File: config.mk
export PLATFORM = sky130hd
export DESIGN_NAME = uart_telemetry_link
export DESIGN_NICKNAME = d
export VERILOG_FILES = /design/src/rtl/uart_telemetry_link.sv
export SDC_FILE = /design/constraint.sdc
export NUM_CORES = 1
export LEC_CHECK = 0
export ABC_AREA = 1
export BUFFER_PORTS_ARGS = -buffer_cell sky130_fd_sc_hd__buf_2
export CAP_MARGIN = 5
export CORE_UTILIZATION = 65
export CTS_BUF_LIST = sky130_fd_sc_hd__clkbuf_2
export DETAILED_ROUTE_END_ITERATION = 8
export PLACE_DENSITY = 0.86
export SLEW_MARGIN = 20
export SYNTH_ARGS = -nofsm -noshare
export SYNTH_HDL_FRONTEND = slang
export SYNTH_SLANG_ARGS = --single-unit
File: constraint.sdc
create_clock -name clk -period 4 [get_ports clk]
set_input_delay 0.8 -clock clk [delete_from_list [all_inputs] [get_ports clk]]
set_output_delay 0.8 -clock clk [all_outputs]
set_load 0.02 [all_outputs]
File: src/rtl/uart_telemetry_link.sv
// rtl/uart_telemetry_link.sv - periodic decimal telemetry framer to UART plus LED command parser
module uart_telemetry_link #(
    parameter int NUM_CH  = 2,
    parameter int DATA_W  = 16,
    parameter int DIGITS  = 3,
    parameter int PERIOD  = 1000000,
    parameter int NUM_LED = 2
) (
    input  logic                       clk,
    input  logic                       rst_n,
    input  logic [NUM_CH*DATA_W-1:0]   ch_data,
    input  logic                       force_send,
    output logic [7:0]                 tx_data,
    output logic                       tx_valid,
    input  logic                       tx_ready,
    input  logic [7:0]                 rx_data,
    input  logic                       rx_valid,
    output logic [NUM_LED-1:0]         led,
    output logic                       frame_sent,
    output logic                       rx_err
);

    localparam int          CNT_W = $clog2(PERIOD);
    localparam int          CH_W  = (NUM_CH > 1) ? $clog2(NUM_CH) : 1;
    localparam int          BIT_W = (DATA_W > 1) ? $clog2(DATA_W) : 1;
    localparam int          K_W   = (NUM_LED > 1) ? $clog2(NUM_LED) : 1;
    localparam int          BCD_W = 4 * DIGITS;
    localparam int          LEN   = 3 + NUM_CH * DIGITS + (NUM_CH - 1);
    localparam int          IDX_W = $clog2(LEN);
    localparam logic [31:0] MAXV  = 32'(10 ** DIGITS - 1);

    typedef enum logic [1:0] {TX_IDLE, TX_SNAP, TX_CONV, TX_SEND} tx_state_e;
    typedef enum logic [1:0] {RX_WAIT_L, RX_WAIT_COLON, RX_DIGIT, RX_WAIT_NL} rx_state_e;

    logic [CNT_W-1:0]    cnt_q;
    logic                tick;
    logic                trigger;

    tx_state_e           tx_state_q;
    logic                pending_q;
    logic [7:0]          tx_data_q;
    logic                tx_valid_q;
    logic                frame_sent_q;
    logic [IDX_W-1:0]    byte_idx_q;
    logic [CH_W-1:0]     ch_idx_q;
    logic [BIT_W-1:0]    bit_cnt_q;
    logic [DATA_W-1:0]   bin_q;
    logic [BCD_W-1:0]    bcd_q;
    logic [DATA_W-1:0]   snap_q   [NUM_CH];
    logic [BCD_W-1:0]    digits_q [NUM_CH];
    logic [DATA_W-1:0]   clamped  [NUM_CH];

    logic [DATA_W-1:0]   bin_src;
    logic [BCD_W-1:0]    bcd_src;
    logic [BCD_W-1:0]    bcd_adj;
    logic [BCD_W-1:0]    bcd_nxt_d;
    logic [DATA_W-1:0]   bin_nxt_d;
    logic [7:0]          next_byte_d;
    logic [31:0]         nidx;

    rx_state_e           rx_state_q;
    rx_state_e           rx_bad_d;
    logic [K_W-1:0]      rx_k_q;
    logic [NUM_LED-1:0]  shadow_q;
    logic [NUM_LED-1:0]  led_q;
    logic                rx_err_q;

    assign tick       = (cnt_q == CNT_W'(PERIOD - 1));
    assign trigger    = tick || force_send;
    assign tx_data    = tx_data_q;
    assign tx_valid   = tx_valid_q;
    assign frame_sent = frame_sent_q;
    assign led        = led_q;
    assign rx_err     = rx_err_q;

    // Free-running frame period counter, independent of the transmitter state
    always_ff @(posedge clk or negedge rst_n) begin
        if (!rst_n) begin
            cnt_q <= '0;
        end else begin
            cnt_q <= tick ? '0 : cnt_q + CNT_W'(1);
        end
    end

    // Saturate each channel to the largest value representable in DIGITS decimal digits
    always_comb begin
        for (int i = 0; i < NUM_CH; i++) begin
            clamped[i] = (32'(ch_data[i*DATA_W +: DATA_W]) > MAXV) ? DATA_W'(MAXV)
                                                                   : ch_data[i*DATA_W +: DATA_W];
        end
    end

    // One double-dabble step; the first step of each channel starts from the snapshot
    always_comb begin
        bin_src = (bit_cnt_q == '0) ? snap_q[ch_idx_q] : bin_q;
        bcd_src = (bit_cnt_q == '0) ? '0 : bcd_q;
        bcd_adj = bcd_src;
        for (int d = 0; d < DIGITS; d++) begin
            if (bcd_src[d*4 +: 4] >= 4'd5) begin
                bcd_adj[d*4 +: 4] = bcd_src[d*4 +: 4] + 4'd3;
            end
        end
        bcd_nxt_d = (bcd_adj << 1) | BCD_W'(bin_src[DATA_W-1]);
        bin_nxt_d = bin_src << 1;
    end

    // Byte that follows the one currently presented on tx_data
    always_comb begin
        nidx        = 32'(byte_idx_q) + 32'd1;
        next_byte_d = 8'h0A;
        if (nidx == 32'd1) begin
            next_byte_d = 8'h3A;
        end
        for (int c = 0; c < NUM_CH; c++) begin
            for (int d = 0; d < DIGITS; d++) begin
                if (nidx == 32'(2 + c * (DIGITS + 1) + d)) begin
                    next_byte_d = {4'h3, digits_q[c][(DIGITS-1-d)*4 +: 4]};
                end
            end
            if (c < NUM_CH - 1 && nidx == 32'(2 + c * (DIGITS + 1) + DIGITS)) begin
                next_byte_d = 8'h2C;
            end
        end
    end

    // Transmit FSM: snapshot, convert to BCD, then stream the frame with registered outputs
    always_ff @(posedge clk or negedge rst_n) begin
        if (!rst_n) begin
            tx_state_q   <= TX_IDLE;
            pending_q    <= 1'b0;
            tx_data_q    <= 8'h00;
            tx_valid_q   <= 1'b0;
            frame_sent_q <= 1'b0;
            byte_idx_q   <= '0;
            ch_idx_q     <= '0;
            bit_cnt_q    <= '0;
            bin_q        <= '0;
            bcd_q        <= '0;
            for (int i = 0; i < NUM_CH; i++) begin
                snap_q[i]   <= '0;
                digits_q[i] <= '0;
            end
        end else begin
            frame_sent_q <= 1'b0;
            if (trigger && tx_state_q != TX_IDLE) begin
                pending_q <= 1'b1;
            end
            case (tx_state_q)
                TX_IDLE: begin
                    if (trigger || pending_q) begin
                        pending_q  <= 1'b0;
                        tx_state_q <= TX_SNAP;
                    end
                end
                TX_SNAP: begin
                    for (int i = 0; i < NUM_CH; i++) begin
                        snap_q[i] <= clamped[i];
                    end
                    ch_idx_q   <= '0;
                    bit_cnt_q  <= '0;
                    tx_state_q <= TX_CONV;
                end
                TX_CONV: begin
                    bin_q     <= bin_nxt_d;
                    bcd_q     <= bcd_nxt_d;
                    bit_cnt_q <= bit_cnt_q + BIT_W'(1);
                    if (bit_cnt_q == BIT_W'(DATA_W - 1)) begin
                        digits_q[ch_idx_q] <= bcd_nxt_d;
                        bit_cnt_q          <= '0;
                        if (ch_idx_q == CH_W'(NUM_CH - 1)) begin
                            tx_state_q <= TX_SEND;
                            tx_valid_q <= 1'b1;
                            tx_data_q  <= 8'h53;
                            byte_idx_q <= '0;
                        end else begin
                            ch_idx_q <= ch_idx_q + CH_W'(1);
                        end
                    end
                end
                TX_SEND: begin
                    if (tx_ready) begin
                        if (byte_idx_q == IDX_W'(LEN - 1)) begin
                            tx_valid_q   <= 1'b0;
                            frame_sent_q <= 1'b1;
                            tx_state_q   <= TX_IDLE;
                        end else begin
                            byte_idx_q <= byte_idx_q + IDX_W'(1);
                            tx_data_q  <= next_byte_d;
                        end
                    end
                end
                default: tx_state_q <= TX_IDLE;
            endcase
        end
    end

    // A stray 'L' restarts a command rather than being lost
    assign rx_bad_d = (rx_data == 8'h4C) ? RX_WAIT_COLON : RX_WAIT_L;

    // Receive FSM: parse "L:<digits>\n" and commit the shadow to led only on a clean frame
    always_ff @(posedge clk or negedge rst_n) begin
        if (!rst_n) begin
            rx_state_q <= RX_WAIT_L;
            rx_k_q     <= '0;
            shadow_q   <= '0;
            led_q      <= '0;
            rx_err_q   <= 1'b0;
        end else begin
            rx_err_q <= 1'b0;
            if (rx_valid) begin
                case (rx_state_q)
                    RX_WAIT_L: begin
                        if (rx_data == 8'h4C) begin
                            rx_state_q <= RX_WAIT_COLON;
                        end
                    end
                    RX_WAIT_COLON: begin
                        if (rx_data == 8'h3A) begin
                            rx_state_q <= RX_DIGIT;
                            rx_k_q     <= '0;
                            shadow_q   <= '0;
                        end else begin
                            rx_err_q   <= 1'b1;
                            rx_state_q <= rx_bad_d;
                        end
                    end
                    RX_DIGIT: begin
                        if (rx_data == 8'h30 || rx_data == 8'h31) begin
                            shadow_q <= shadow_q | (NUM_LED'(rx_data[0]) << rx_k_q);
                            if (rx_k_q == K_W'(NUM_LED - 1)) begin
                                rx_state_q <= RX_WAIT_NL;
                            end else begin
                                rx_k_q <= rx_k_q + K_W'(1);
                            end
                        end else begin
                            rx_err_q   <= 1'b1;
                            rx_state_q <= rx_bad_d;
                        end
                    end
                    RX_WAIT_NL: begin
                        if (rx_data == 8'h0A) begin
                            led_q      <= shadow_q;
                            rx_state_q <= RX_WAIT_L;
                        end else begin
                            rx_err_q   <= 1'b1;
                            rx_state_q <= rx_bad_d;
                        end
                    end
                    default: rx_state_q <= RX_WAIT_L;
                endcase
            end
        end
    end

endmodule
==> results of run 1 <==
==> how the worst max path moves through the flow <==
stage	to	slack [ps]	cells past startpoint
after floorplan	bcd_q[10]$_DFFE_PN0P_	1840	15
final	bcd_q[10]$_DFFE_PN0P_	1160	15
after global placement	bcd_q[10]$_DFFE_PN0P_	1380	15
after detailed placement	bcd_q[10]$_DFFE_PN0P_	1210	15
after global routing	bcd_q[10]$_DFFE_PN0P_	840	15
after CTS	bcd_q[10]$_DFFE_PN0P_	1170	15
==> per-layer routing <==
metal	share of wire (%)	global-route usage, %
met5	0	0
met2	48	46.9
met1	46	34.8
met3	4.0	5.43
met4	1.8	9.15
==> worst max-delay path, delay by kind of cell (launching register included) <==
family,cells,cell delay (ps)
buffers and inverters,4,700
adder cells (fa/ha/maj),2,330
AND/OR/NAND/NOR,6,780
AO/OA/AOI/OAI,2,220
flip-flops,1,460
multiplexers,1,300
==> power groups by stage <==
stage / logic [W] / registers [W] / clock network (W)
6_report: 0.00102 / 0.00160 / 0.000847
5_1_grt: 0.00118 / 0.00162 / 0.000914
4_1_cts: 0.00103 / 0.00160 / 0.000859
3_5_place_dp: 0.00103 / 0.00163 / 0
3_3_place_gp: 0.000991 / 0.00162 / 0
2_1_floorplan: 0.000735 / 0.00163 / 0
==> cell usage in the layout, fill, tap and decap left out, types with 11 or more instances in the layout <==
| master | netlist | routed |
|---|---|---|
| nand2_1 | 228 | 228 |
| inv_1 | 144 | 144 |
| dfrtp_1 | 132 | 132 |
| o21ai_0 | 103 | 103 |
| nor2_1 | 80 | 80 |
| buf_2 | 2 | 55 |
| nand3_1 | 38 | 38 |
| a21oi_1 | 27 | 27 |
| ha_1 | 20 | 20 |
| clkbuf_2 | 0 | 18 |
| nand4_1 | 16 | 16 |
| xor2_1 | 13 | 13 |
| nor3_1 | 11 | 11 |
==> registers in the layout, indices dropped and copies added, names as in the netlist <==
register and flops:
bcd_q 12, bin_q 15, bit_cnt_q 4, byte_idx_q 4, ch_idx_q 1, cnt_q 20, digits_q 24, frame_sent 1
led 2, pending_q 1, rx_err 1, rx_k_q 1, rx_state_q 2, shadow_q 2, snap_q 32, tx_data 7
tx_state_q 2, tx_valid 1
==> area by class of cell <==
cell class,instances,share of cell area (%)
inverters,148,7.37
clock inverters,14,2.16
flip-flops and latches,132,43.8
clock buffers,18,1.19
well taps,136,2.26
repair buffers,60,4.36
multi-input cells,587,38.8
==> metrics by stage <==
stage | utilization [%] | total power (W) | instance area (µm²)
after floorplan | - | 0.00237 | 6880
after CTS | 73.4 | 0.00349 | 7540
after detailed placement | 70.9 | 0.00266 | 7290
after global placement | 70.9 | 0.00261 | 7290
final | 73.4 | 0.00347 | 7540
after global routing | 73.4 | 0.00371 | 7540
==> logic make-up after synthesis <==
| family | count (synthesis) | synth area share, % |
|---|---|---|
| DFF | 132 | 48.0 |
| muxes | 3 | 0.473 |
| adders and majority gates | 20 | 3.64 |
| AOI/OAI and AO/OA | 152 | 11.8 |
| and+or+nand+nor | 394 | 24.3 |
| buffers and inverters | 169 | 9.37 |
| xor gates and xnor gates | 17 | 2.27 |
| other | 1 | 0.0545 |
==> summary.txt, run 1 <==
Run status
  • Run status: finished clean

Layout
  • Share of cells above drive strength 1: 12.0%
  • Area Overhead vs Synth: 9.64%
  • Non-filler cells, final: around 1,100
  • Register Area: ~3300 µm²
  • Ant diodes: 0
  • Multi-input combinational cell area: around 3000 µm²
  • Nets: about 1,000
  • FILL cells: slightly above 800

STA
  • Total negative slack: 0 ps
  • Final worst slack: around 1200 ps
  • Max Slew Vio Count: 0
  • Final hold viol count: 0
  • Hold slack: about 170 ps
  • Clock Skews: 26.0 ps
  • Worst-Margin Slew: 966 ps
  • Setup violations, final: 0
  • Final min period: 2840 ps
  • RSZ-0062 raised after global routing: no
  • Max frequency: 352 MHz
  • Tcrit/Tclk final: a little under three quarters
  • Relative slew margins: between 30% and 40%

Drt
  • Detailed-router iteration count before antenna repair: 8
  • Routed wire length: between 10,000 and 15,000 µm
  • Iter 0 DRT Violations: 292
  • DRC: 0
  • DR WL/cell: between 10 and 15 µm
  • Remaining antenna violation count after routing: 0
  • DR vias: between 5,000 and 6,000
  • Vias per cell: between 5 and 6

Floorplan
  • Die height: roughly 100 µm
  • Initial Utilization: 66.9%
  • Die width: about 100 µm
  • Die Area: about 11,000 µm²
  • Core area: ~10,000 µm²
  • Row cnt: 37
  • Ports: 58

CTS
  • # clock sinks: 132
  • Setup Fix Bufs, Post-CTS: 0
  • CTS tree: yes
  • Post-CTS Resized: 0
  • H-tree depth: 4
  • Clock buffer count from CTS: 17
  • Root Driver: clkbuf_2
  • CTS Buffer Depth: 2
  • Clock transition at path regs: roughly 190 ps
  • Hold-fix buffers, CTS: 0
  • Worst skew pair latency: just under 700 ps

Setup path
  • Worst reg2reg setup slack: roughly 1200 ps
  • CP Max Fanout: 31
  • Worst path max stage delay: about 460 ps
  • Crit-path cells: inv_1 > ha_1 > nand2_1 > nor2_2 > buf_4 > inv_1 > nand2_1 > inv_1 > ha_1 > or2_2 > a21oi_1 > nor2_1 > mux2i_1 > nand2_1 > o21ai_0
  • Crit path required time: around 4600 ps
  • Crit path launch type: register
  • Reg-to-reg startpoint: bit_cnt_q[0]$_DFFE_PN0P_
  • Crit Path Class: reg -> reg
  • Worst Setup End Kind: register
  • Slowest stage cell, crit path: dfrtp_1
  • Crit path DAT: 3450 ps
  • RR Endpoint: bcd_q[10]$_DFFE_PN0P_
  • Crit path launch: bit_cnt_q[0]$_DFFE_PN0P_
  • Count of cells along the worst register-to-register path: 15

Hold path
  • Worst hold path class: in -> async

Yosys
  • Yosys reg bits: between 100 and 150
  • Number of flops mapped to enable cells by yosys: 0
  • Top post-synthesis cells by area: dfrtp_1 48%, nand2_1 12%, inv_1 7.9%
  • Syn Area/Cell: 7.74 µm²
  • Yosys top cell area share: 48.0%
  • Ys async rst share: 100%
  • Netlist cell types: 42
  • Most used DFF post-synth: dfrtp_1
  • List of most frequent post-synthesis cells: 228 x nand2_1, 144 x inv_1, 132 x dfrtp_1
  • Most common cell in the synthesized netlist: nand2_1
  • Mapped Cells: between 800 and 900
  • Netlist Area Pre-Place: 6880 µm²
  • Synth warnings: 0
  • Largest area contributor in the netlist: dfrtp_1
  • Syn Nets: ~950
  • Seq/Total Area, Yosys: 48.0%

Placement
  • Cell count after placement: 1,063
  • Post-DP HPWL: just under 10,000 µm
  • IO buf count: 56
  • Dpl ws: between 1000 and 1500 ps
  • GPL Wtd Cong: a little over 0.9

Global routing
  • Overflow after GRT: 0
  • Vias in the first global route: approximately 5,400
  • Antenna violations before repair: 0
  • GRT Total Usage: about 27%
  • First-pass GRT wire length: about 24,000 µm
  • Pin count of the biggest net entering global routing: 94

Power and ir drop
  • Switching Fraction: 37.9%
  • Psw: between 0.001 and 0.0015 W
  • P_leak: between 3 and 4 nW
  • Seq pwr share: a little under half
  • Combinational fraction of design power: slightly below 30%
  • PD cells: between 400 and 500 nW/µm²
  • Clock share of power: about 24%
  • P_int: ~0.0022 W
  • VDD IR max: ~0.00034 V

Job
  • # Max-Cap Violations: 0
No activity file was read; power rests on OpenSTA's default activity.
==> run 2, diff against run 1 <==
--- a/config.mk
+++ b/config.mk
@@ -5,13 +5,13 @@
 export SDC_FILE = /design/constraint.sdc
 export NUM_CORES = 1
 export LEC_CHECK = 0
-export ABC_AREA = 1
+export ABC_AREA = 0
 export BUFFER_PORTS_ARGS = -buffer_cell sky130_fd_sc_hd__buf_2
 export CAP_MARGIN = 5
-export CORE_UTILIZATION = 65
+export CORE_UTILIZATION = 56
 export CTS_BUF_LIST = sky130_fd_sc_hd__clkbuf_2
 export DETAILED_ROUTE_END_ITERATION = 8
-export PLACE_DENSITY = 0.86
+export PLACE_DENSITY = 0.79
 export SLEW_MARGIN = 20
 export SYNTH_ARGS = -nofsm -noshare
 export SYNTH_HDL_FRONTEND = slang
==> constraint.sdc (replaced) <==
create_clock -name clk -period 2.3 [get_ports clk]
set_input_delay 0.46 -clock clk [delete_from_list [all_inputs] [get_ports clk]]
set_output_delay 0.46 -clock clk [all_outputs]
set_load 0.02 [all_outputs]
==> summary.txt, run 2 <==
Drt
  • DR WL/cell: 16.0 µm (was 12.6 µm)
  • Detailed-router iteration count before antenna repair: 5 (was 8)
  • DR vias: 5,166 (was 5,770)
  • Vias per cell: 5.86 (was 5.27)
  • Iter 0 DRT Violations: 407 (was 292)
  • Remaining antenna violation count after routing: 0 (unchanged)
  • DRC: 0 (unchanged)
  • Routed wire length: 14,100 µm (was 13,700 µm)

Placement
  • IO buf count: 56 (unchanged)
  • Cell count after placement: 825 (was 1,063)
  • GPL Wtd Cong: 0.902 (was 0.907)
  • Post-DP HPWL: 9860 µm (was 9810 µm)

Layout
  • Nets: 793 (was 1,011)
  • Most frequent cells in the layout: 130 x dfrtp_1, 57 x nand2_1, 55 x buf_2, 43 x nor2_1, 42 x o21ai_0 (was 228 x nand2_1, 144 x inv_1, 132 x dfrtp_1, 103 x o21ai_0, 80 x nor2_1)
  • Biggest register: snap_q (unchanged)
  • Ant diodes: 0 (unchanged)
  • Top flop regs: snap_q x32, digits_q x24, cnt_q x20 (unchanged)
  • Most common cell after layout, fill and taps aside: dfrtp_1 (was nand2_1)
  • Area Overhead vs Synth: 15.1% (was 9.64%)
  • Share of cells above drive strength 1: 24.1% (was 12.0%)
  • Non-filler cells, final: 882 (was 1,095)
  • Max FFs per register: 32 (unchanged)

Yosys
  • Top post-synthesis cells by area: dfrtp_1 50%, mux2_2 7.0%, ha_1 3.8% (was dfrtp_1 48%, nand2_1 12%, inv_1 7.9%)
  • Yosys reg bits: 132 (unchanged)
  • Yosys top cell area share: 49.9% (was 48.0%)
  • Most used DFF post-synth: dfrtp_1 (unchanged)
  • Synth warnings: 0 (unchanged)
  • Ys async rst share: 100% (unchanged)
  • Most common cell in the synthesized netlist: dfrtp_1 (was nand2_1)
  • Largest area contributor in the netlist: dfrtp_1 (unchanged)
  • Mapped Cells: 632 (was 888)
  • Syn Area/Cell: 10.5 µm² (was 7.74 µm²)
  • Syn Nets: 697 (was 953)
  • List of most frequent post-synthesis cells: 132 x dfrtp_1, 59 x nand2_1, 43 x nor2_1 (was 228 x nand2_1, 144 x inv_1, 132 x dfrtp_1)
  • Seq/Total Area, Yosys: 49.9% (was 48.0%)
  • Netlist cell types: 67 (was 42)
  • Netlist Area Pre-Place: 6620 µm² (was 6880 µm²)
  • Number of flops mapped to enable cells by yosys: 0 (unchanged)

Setup path
  • Crit path required time: 2900 ps (was 4610 ps)
  • Crit Path Class: reg -> reg (unchanged)
  • Worst path max stage delay: 440 ps (was 460 ps)
  • Crit path DAT: 2780 ps (was 3450 ps)
  • CP Max Fanout: 9 (was 31)
  • Buf/Inv on CP: 2 (was 4)
  • Slowest stage cell, crit path: dfrtp_1 (unchanged)
  • Crit path launch type: register (unchanged)
  • Worst Setup End Kind: register (unchanged)
  • CP delay by family, top: multiplexers (was simple AND/OR/NAND/NOR gates)
  • Crit-path cells: inv_2 > ha_4 > nand2_4 > nand2_1 > inv_1 > ha_1 > nand2b_1 > a21oi_2 > mux2i_1 > nor2_1 > mux2_2 (was inv_1 > ha_1 > nand2_1 > nor2_2 > buf_4 > inv_1 > nand2_1 > inv_1 > ha_1 > or2_2 > a21oi_1 > nor2_1 > mux2i_1 > nand2_1 > o21ai_0)

Global routing
  • GRT Total Usage: 24.5% (was 27.4%)
  • Pin count of the biggest net entering global routing: 45 (was 94)
  • Met2 Track Usage GR: 41.1% (was 46.9%)
  • Antenna violations before repair: 0 (unchanged)
  • Overflow after GRT: 0 (unchanged)
  • Met1 Use GR: 30.7% (was 34.8%)
  • GR peak layer: met2 (unchanged)
  • First-pass GRT wire length: 24,000 µm (about the same)
  • Met3 Use GR: 6.45% (was 5.43%)
  • Vias in the first global route: 5,198 (was 5,430)

CTS
  • H-tree depth: 4 (unchanged)
  • Root Driver: clkbuf_2 (unchanged)
  • CTS Buffer Depth: 2 (unchanged)
  • CTS tree: yes (unchanged)
  • Worst skew pair latency: 700 ps (was 690 ps)
  • # clock sinks: 132 (unchanged)
  • Clock transition at path regs: 170 ps (was 190 ps)
  • Clock buffer count from CTS: 17 (unchanged)

Floorplan
  • Ports: 58 (unchanged)
  • Die Area: 12,300 µm² (was 11,000 µm²)
  • Core area: 11,500 µm² (was 10,300 µm²)
  • Row cnt: 39 (was 37)
  • Initial Utilization: 57.7% (was 66.9%)
  • Die height: 111 µm (was 105 µm)
  • Die width: 111 µm (was 105 µm)

STA
  • Final hold viol count: 0 (unchanged)
  • Max Slew Vio Count: 0 (unchanged)
  • Max frequency: 459 MHz (was 352 MHz)
  • Clock Skews: 27.1 ps (was 26.0 ps)
  • Worst-Margin Slew: 591 ps (was 966 ps)
  • Final min period: 2180 ps (was 2840 ps)
  • Total negative slack: 0 ps (unchanged)
  • Setup violations, final: 0 (unchanged)
  • Relative slew margins: 60.3% (was 35.6%)
  • RSZ-0062 raised after global routing: no (unchanged)
  • Tcrit/Tclk final: 94.7% (was 71.0%)

Run status
  • Run status: finished clean (unchanged)

Power and ir drop
  • PD cells: 943 nW/µm² (was 460 nW/µm²)
  • P_leak: 3.44 nW (was 3.83 nW)
  • VDD IR max: 0.000764 V (was 0.000336 V)

Job
  • # Max-Cap Violations: 0 (unchanged)

Hold path
  • Worst hold path class: in -> reg (was in -> async)
## run 2: final cells by class
| class | count | area (µm²) |
|---|---|---|
| fill | 893 | 3850 |
| clock buffer | 21 | 105 |
| tap | 143 | 179 |
| inverter | 36 | 135 |
| clock inverter | 9 | 65.1 |
| sequential | 132 | 3310 |
| timing repair buffer | 102 | 712 |
| multi-input combinational | 439 | 3110 |
## run 2: layer usage
metal | wire length [µm] | vias up | share of wire, %
met5 | 0 | - | 0
met4 | 214 | 0 | 1.5
met3 | 619 | 18 | 4.4
met2 | 6990 | 129 | 49
met1 | 6320 | 2579 | 45
li1 | - | 2440 | -
## run 2: timing repair
item | in CTS | in global routing
endpoints found under the setup margin | 14 | 40
resized for setup | 2 | 12
hold endpoints to repair | 50 | 0
hold buffers | 22 | 0
pin swaps | 0 | 2
setup buffers | 0 | 5
## run 2: through the flow
stage               cell area [µm²]  setup slack (ps)  util [%]  hold WS (ps)  power [W]
floorplan                      6640              9.63         -           164    0.00513
global placement               7140              75.6      62.3           440    0.00577
detailed placement             7140             -67.2      62.3           438    0.00590
CTS                            7540            0.0173      65.7          23.1    0.00707
global route                   7610              5.66      66.4          5.03    0.00768
finish                         7610               123      66.4          74.4    0.00718
## run 2: cell families after synthesis
group	synth area share, %
mux	10.5
simple gates	15.2
fa+ha+maj	3.78
buf+inv	3.80
xor+xnor	2.25
other cells	0.0567
flops	49.9
compound gates	14.5
## run 2: power breakdown
group | internal, W | switching [W] | total [W]
Combinational | 0.00128 | 0.00168 | 0.00296
Clock | 0.000374 | 0.000776 | 0.00115
Sequential | 0.00271 | 0.000363 | 0.00307
Total | 0.00436 | 0.00282 | 0.00718
## run 2: worst register-to-register path: cells and delay by family (launching register included)
kind | cells | cell delay, ps
adder cells (fa/ha/maj) | 2 | 310
flip-flops | 1 | 440
multiplexers | 2 | 530
buffers and inverters | 2 | 150
AND/OR/NAND/NOR | 4 | 450
AO/OA/AOI/OAI | 1 | 210
## run 2: final timing paths
path,from,endpoint,slack [ps],cells past startpoint
worst max-delay path,bit_cnt_q[1]$_DFFE_PN0P_,bcd_q[2]$_DFFE_PN0P_,120,11
worst min-delay path,rx_valid,rx_state_q[0]$_DFFE_PN0P_,70,3
worst max register to register,bit_cnt_q[1]$_DFFE_PN0P_,bcd_q[2]$_DFFE_PN0P_,120,11
worst min register to register,cnt_q[4]$_DFF_PN0_,cnt_q[4]$_DFF_PN0_,490,1
max in group asynchronous,rst_n,shadow_q[0]$_DFFE_PN0P_,1430,3
min in group asynchronous,rst_n,tx_data[5]$_DFFE_PN0P_,220,2
==> run 3, diff against run 2 <==
--- a/config.mk
+++ b/config.mk
@@ -11,6 +11,7 @@
 export CORE_UTILIZATION = 56
 export CTS_BUF_LIST = sky130_fd_sc_hd__clkbuf_2
 export DETAILED_ROUTE_END_ITERATION = 8
+export GPL_TIMING_DRIVEN = 0
 export PLACE_DENSITY = 0.79
 export SLEW_MARGIN = 20
 export SYNTH_ARGS = -nofsm -noshare
==> summary.txt, run 3 (synthesis gave the netlist of run 2 again) <==
Run status
  • Run status: finished clean (unchanged)

Setup path
  • Crit path required time: 2920 ps (was 2900 ps)
  • CP delay by family, top: multiplexers (unchanged)
  • Worst Setup End Kind: register (unchanged)
  • Count of cells along the worst register-to-register path: 12 (was 11)
  • Crit-path cells: inv_2 > ha_4 > nand2_4 > buf_8 > nand2_2 > inv_1 > ha_1 > nand2b_4 > a21oi_4 > mux2i_1 > nor2_1 > mux2_2 (was inv_2 > ha_4 > nand2_4 > nand2_1 > inv_1 > ha_1 > nand2b_1 > a21oi_2 > mux2i_1 > nor2_1 > mux2_2)
  • CP Max Fanout: 7 (was 9)
  • Reg-to-reg startpoint: bit_cnt_q[1]$_DFFE_PN0P_ (unchanged)
  • Crit path DAT: 2880 ps (was 2780 ps)
  • Worst path max stage delay: 440 ps (about the same)
  • Slowest stage cell, crit path: dfrtp_1 (unchanged)
  • Buf/Inv on CP: 3 (was 2)
  • Crit Path Class: reg -> reg (unchanged)
  • Crit path launch type: register (unchanged)
  • RR Endpoint: digits_q[14]$_DFFE_PN0P_ (was bcd_q[2]$_DFFE_PN0P_)
  • Worst reg2reg setup slack: 40 ps (was 120 ps)
  • Crit path depth: 12 (was 11)

Power and ir drop
  • PD cells: 1000 nW/µm² (was 943 nW/µm²)
  • P_leak: 3.53 nW (was 3.44 nW)
  • VDD IR max: 0.000548 V (was 0.000764 V)

Drt
  • Vias per cell: 5.83 (was 5.86)
  • Iter 0 DRT Violations: 249 (was 407)
  • DR WL/cell: 16.7 µm (was 16.0 µm)
  • Detailed-router iteration count before antenna repair: 4 (was 5)
  • DRC: 0 (unchanged)
  • Routed wire length: 15,100 µm (was 14,100 µm)
  • Remaining antenna violation count after routing: 0 (unchanged)
  • DR vias: 5,260 (was 5,166)

Placement
  • IO buf count: 56 (unchanged)
  • Cell count after placement: 832 (was 825)
  • GPL Wtd Cong: 0.907 (was 0.902)
  • Post-DP HPWL: 10,100 µm (was 9860 µm)
  • Dpl cell area: 7130 µm² (was 7140 µm²)

Floorplan
  • Row cnt: 39 (unchanged)
  • Die Area: 12,300 µm² (unchanged)
  • Initial Utilization: 57.7% (unchanged)
  • Ports: 58 (unchanged)
  • Die height: 111 µm (unchanged)
  • Die width: 111 µm (unchanged)
  • Core area: 11,500 µm² (unchanged)

STA
  • RSZ-0062 raised after global routing: yes (was no)
  • Tcrit/Tclk final: 98.2% (was 94.7%)
  • Relative slew margins: 51.6% (was 60.3%)
  • Setup violations, final: 0 (unchanged)
  • Final min period: 2260 ps (was 2180 ps)
  • Clock Skews: 36.0 ps (was 27.1 ps)
  • Worst-Margin Slew: 720 ps (was 591 ps)
  • Max Slew Vio Count: 0 (unchanged)
  • Final hold viol count: 0 (unchanged)
  • Max frequency: 443 MHz (was 459 MHz)

Layout
  • Biggest register: snap_q (unchanged)
  • Ant diodes: 0 (unchanged)
  • Multi-input combinational cell area: 3230 µm² (was 3110 µm²)
  • FILL cells: 821 (was 893)
  • Most frequent cells in the layout: 129 x dfrtp_1, 59 x buf_2, 56 x nand2_1, 42 x o21ai_0, 41 x nor2_1 (was 130 x dfrtp_1, 57 x nand2_1, 55 x buf_2, 43 x nor2_1, 42 x o21ai_0)
  • Non-filler cells, final: 903 (was 882)
  • Top flop regs: snap_q x32, digits_q x24, cnt_q x20 (unchanged)
  • Nets: 813 (was 793)
  • Max FFs per register: 32 (unchanged)
  • Most common cell after layout, fill and taps aside: dfrtp_1 (unchanged)
  • Fin area: 7920 µm² (was 7610 µm²)
  • Share of cells above drive strength 1: 27.2% (was 24.1%)
  • Register Area: 3310 µm² (about the same)
  • Area Overhead vs Synth: 19.7% (was 15.1%)

Hold path
  • Hold path depth: 3 (unchanged)
  • Worst Hold Endpoint: shadow_q[0]$_DFFE_PN0P_ (was rx_state_q[0]$_DFFE_PN0P_)
  • Worst hold path class: in -> reg (unchanged)
  • HP Start: rx_data[0] (was rx_valid)

Global routing
  • GRT Total Usage: 25.6% (was 24.5%)
  • First-pass GRT wire length: 25,100 µm (was 24,000 µm)
  • Overflow after GRT: 0 (unchanged)
  • Pin count of the biggest net entering global routing: 79 (was 45)
  • Vias in the first global route: 5,350 (was 5,198)
  • Antenna violations before repair: 0 (unchanged)

CTS
  • CTS tree: yes (unchanged)
  • Worst skew pair latency: 720 ps (was 700 ps)
  • CTS Buffer Depth: 2 (unchanged)
  • Root Driver: clkbuf_2 (unchanged)
  • # clock sinks: 132 (unchanged)
  • Clock buffer count from CTS: 17 (unchanged)
  • H-tree depth: 4 (unchanged)
  • Clock transition at path regs: 200 ps (was 170 ps)

Job
  • # Max-Cap Violations: 0 (unchanged)
-- run 3: final cells by class --
class	instances	area share, %
Clock inverter	13	2.04
Buffer	23	1.60
Timing Repair Buffer	99	8.69
Sequential cell	132	41.8
Tap cell	143	2.26
Clock buffer	18	1.14
Inverter	36	1.71
Multi-Input combinational cell	439	40.8
-- run 3: worst max-delay path by stage --
stage	to	from	slack, ps
floorplan	digits_q[14]$_DFFE_PN0P_	bit_cnt_q[0]$_DFFE_PN0P_	10
global placement	snap_q[8]$_DFFE_PN0P_	rst_n	-920
detailed placement	digits_q[18]$_DFFE_PN0P_	bit_cnt_q[0]$_DFFE_PN0P_	-330
CTS	bcd_q[6]$_DFFE_PN0P_	bit_cnt_q[1]$_DFFE_PN0P_	2
global route	digits_q[14]$_DFFE_PN0P_	bit_cnt_q[0]$_DFFE_PN0P_	-50
finish	digits_q[14]$_DFFE_PN0P_	bit_cnt_q[1]$_DFFE_PN0P_	40
-- run 3: report_power, final --
| part | internal (W) | total, W | switching, W |
|---|---|---|---|
| Clock | 0.000602 | 0.00147 | 0.000868 |
| Combinational | 0.00148 | 0.00340 | 0.00192 |
| Sequential | 0.00271 | 0.00308 | 0.000367 |
-- run 3: worst register-to-register path, stage by stage (launching register included) --
cell and delay, ps:
dfrtp_1 440, inv_2 100, ha_4 150, nand2_4 50
buf_8 130, nand2_2 70, inv_1 40, ha_1 180
nand2b_4 160, a21oi_4 180, mux2i_1 270, nor2_1 110
mux2_2 280
-- run 3: metal layers --
layer	vias up	share of wire [%]	global-route usage (%)
met4	0	2.2	9.42
met1	2602	43	32.5
met2	149	50	42.8
li1	2479	-	-
met5	-	0	0
met3	30	4.3	5.96
-- run 3: per-stage QoR --
step	total power, W	hold slack (ps)	TNS [ps]	util [%]	worst slack, ps
final	0.00795	60.2	0	69.1	41.3
after global routing	0.00840	25.9	-273	69.1	-49.5
after CTS	0.00761	11.5	0	67.1	1.67
after detailed placement	0.00595	409	-5300	62.2	-330
after global placement	0.00581	462	-122620	61.9	-916
after floorplan	0.00513	164	0	-	9.63
-- run 3: repair_timing --
action	in CTS	in global routing
pin swaps	2	5
setup endpoints to repair	52	46
hold endpoints to repair	76	0
hold buffers	23	0
resized for setup	8	35
setup buffers	9	10
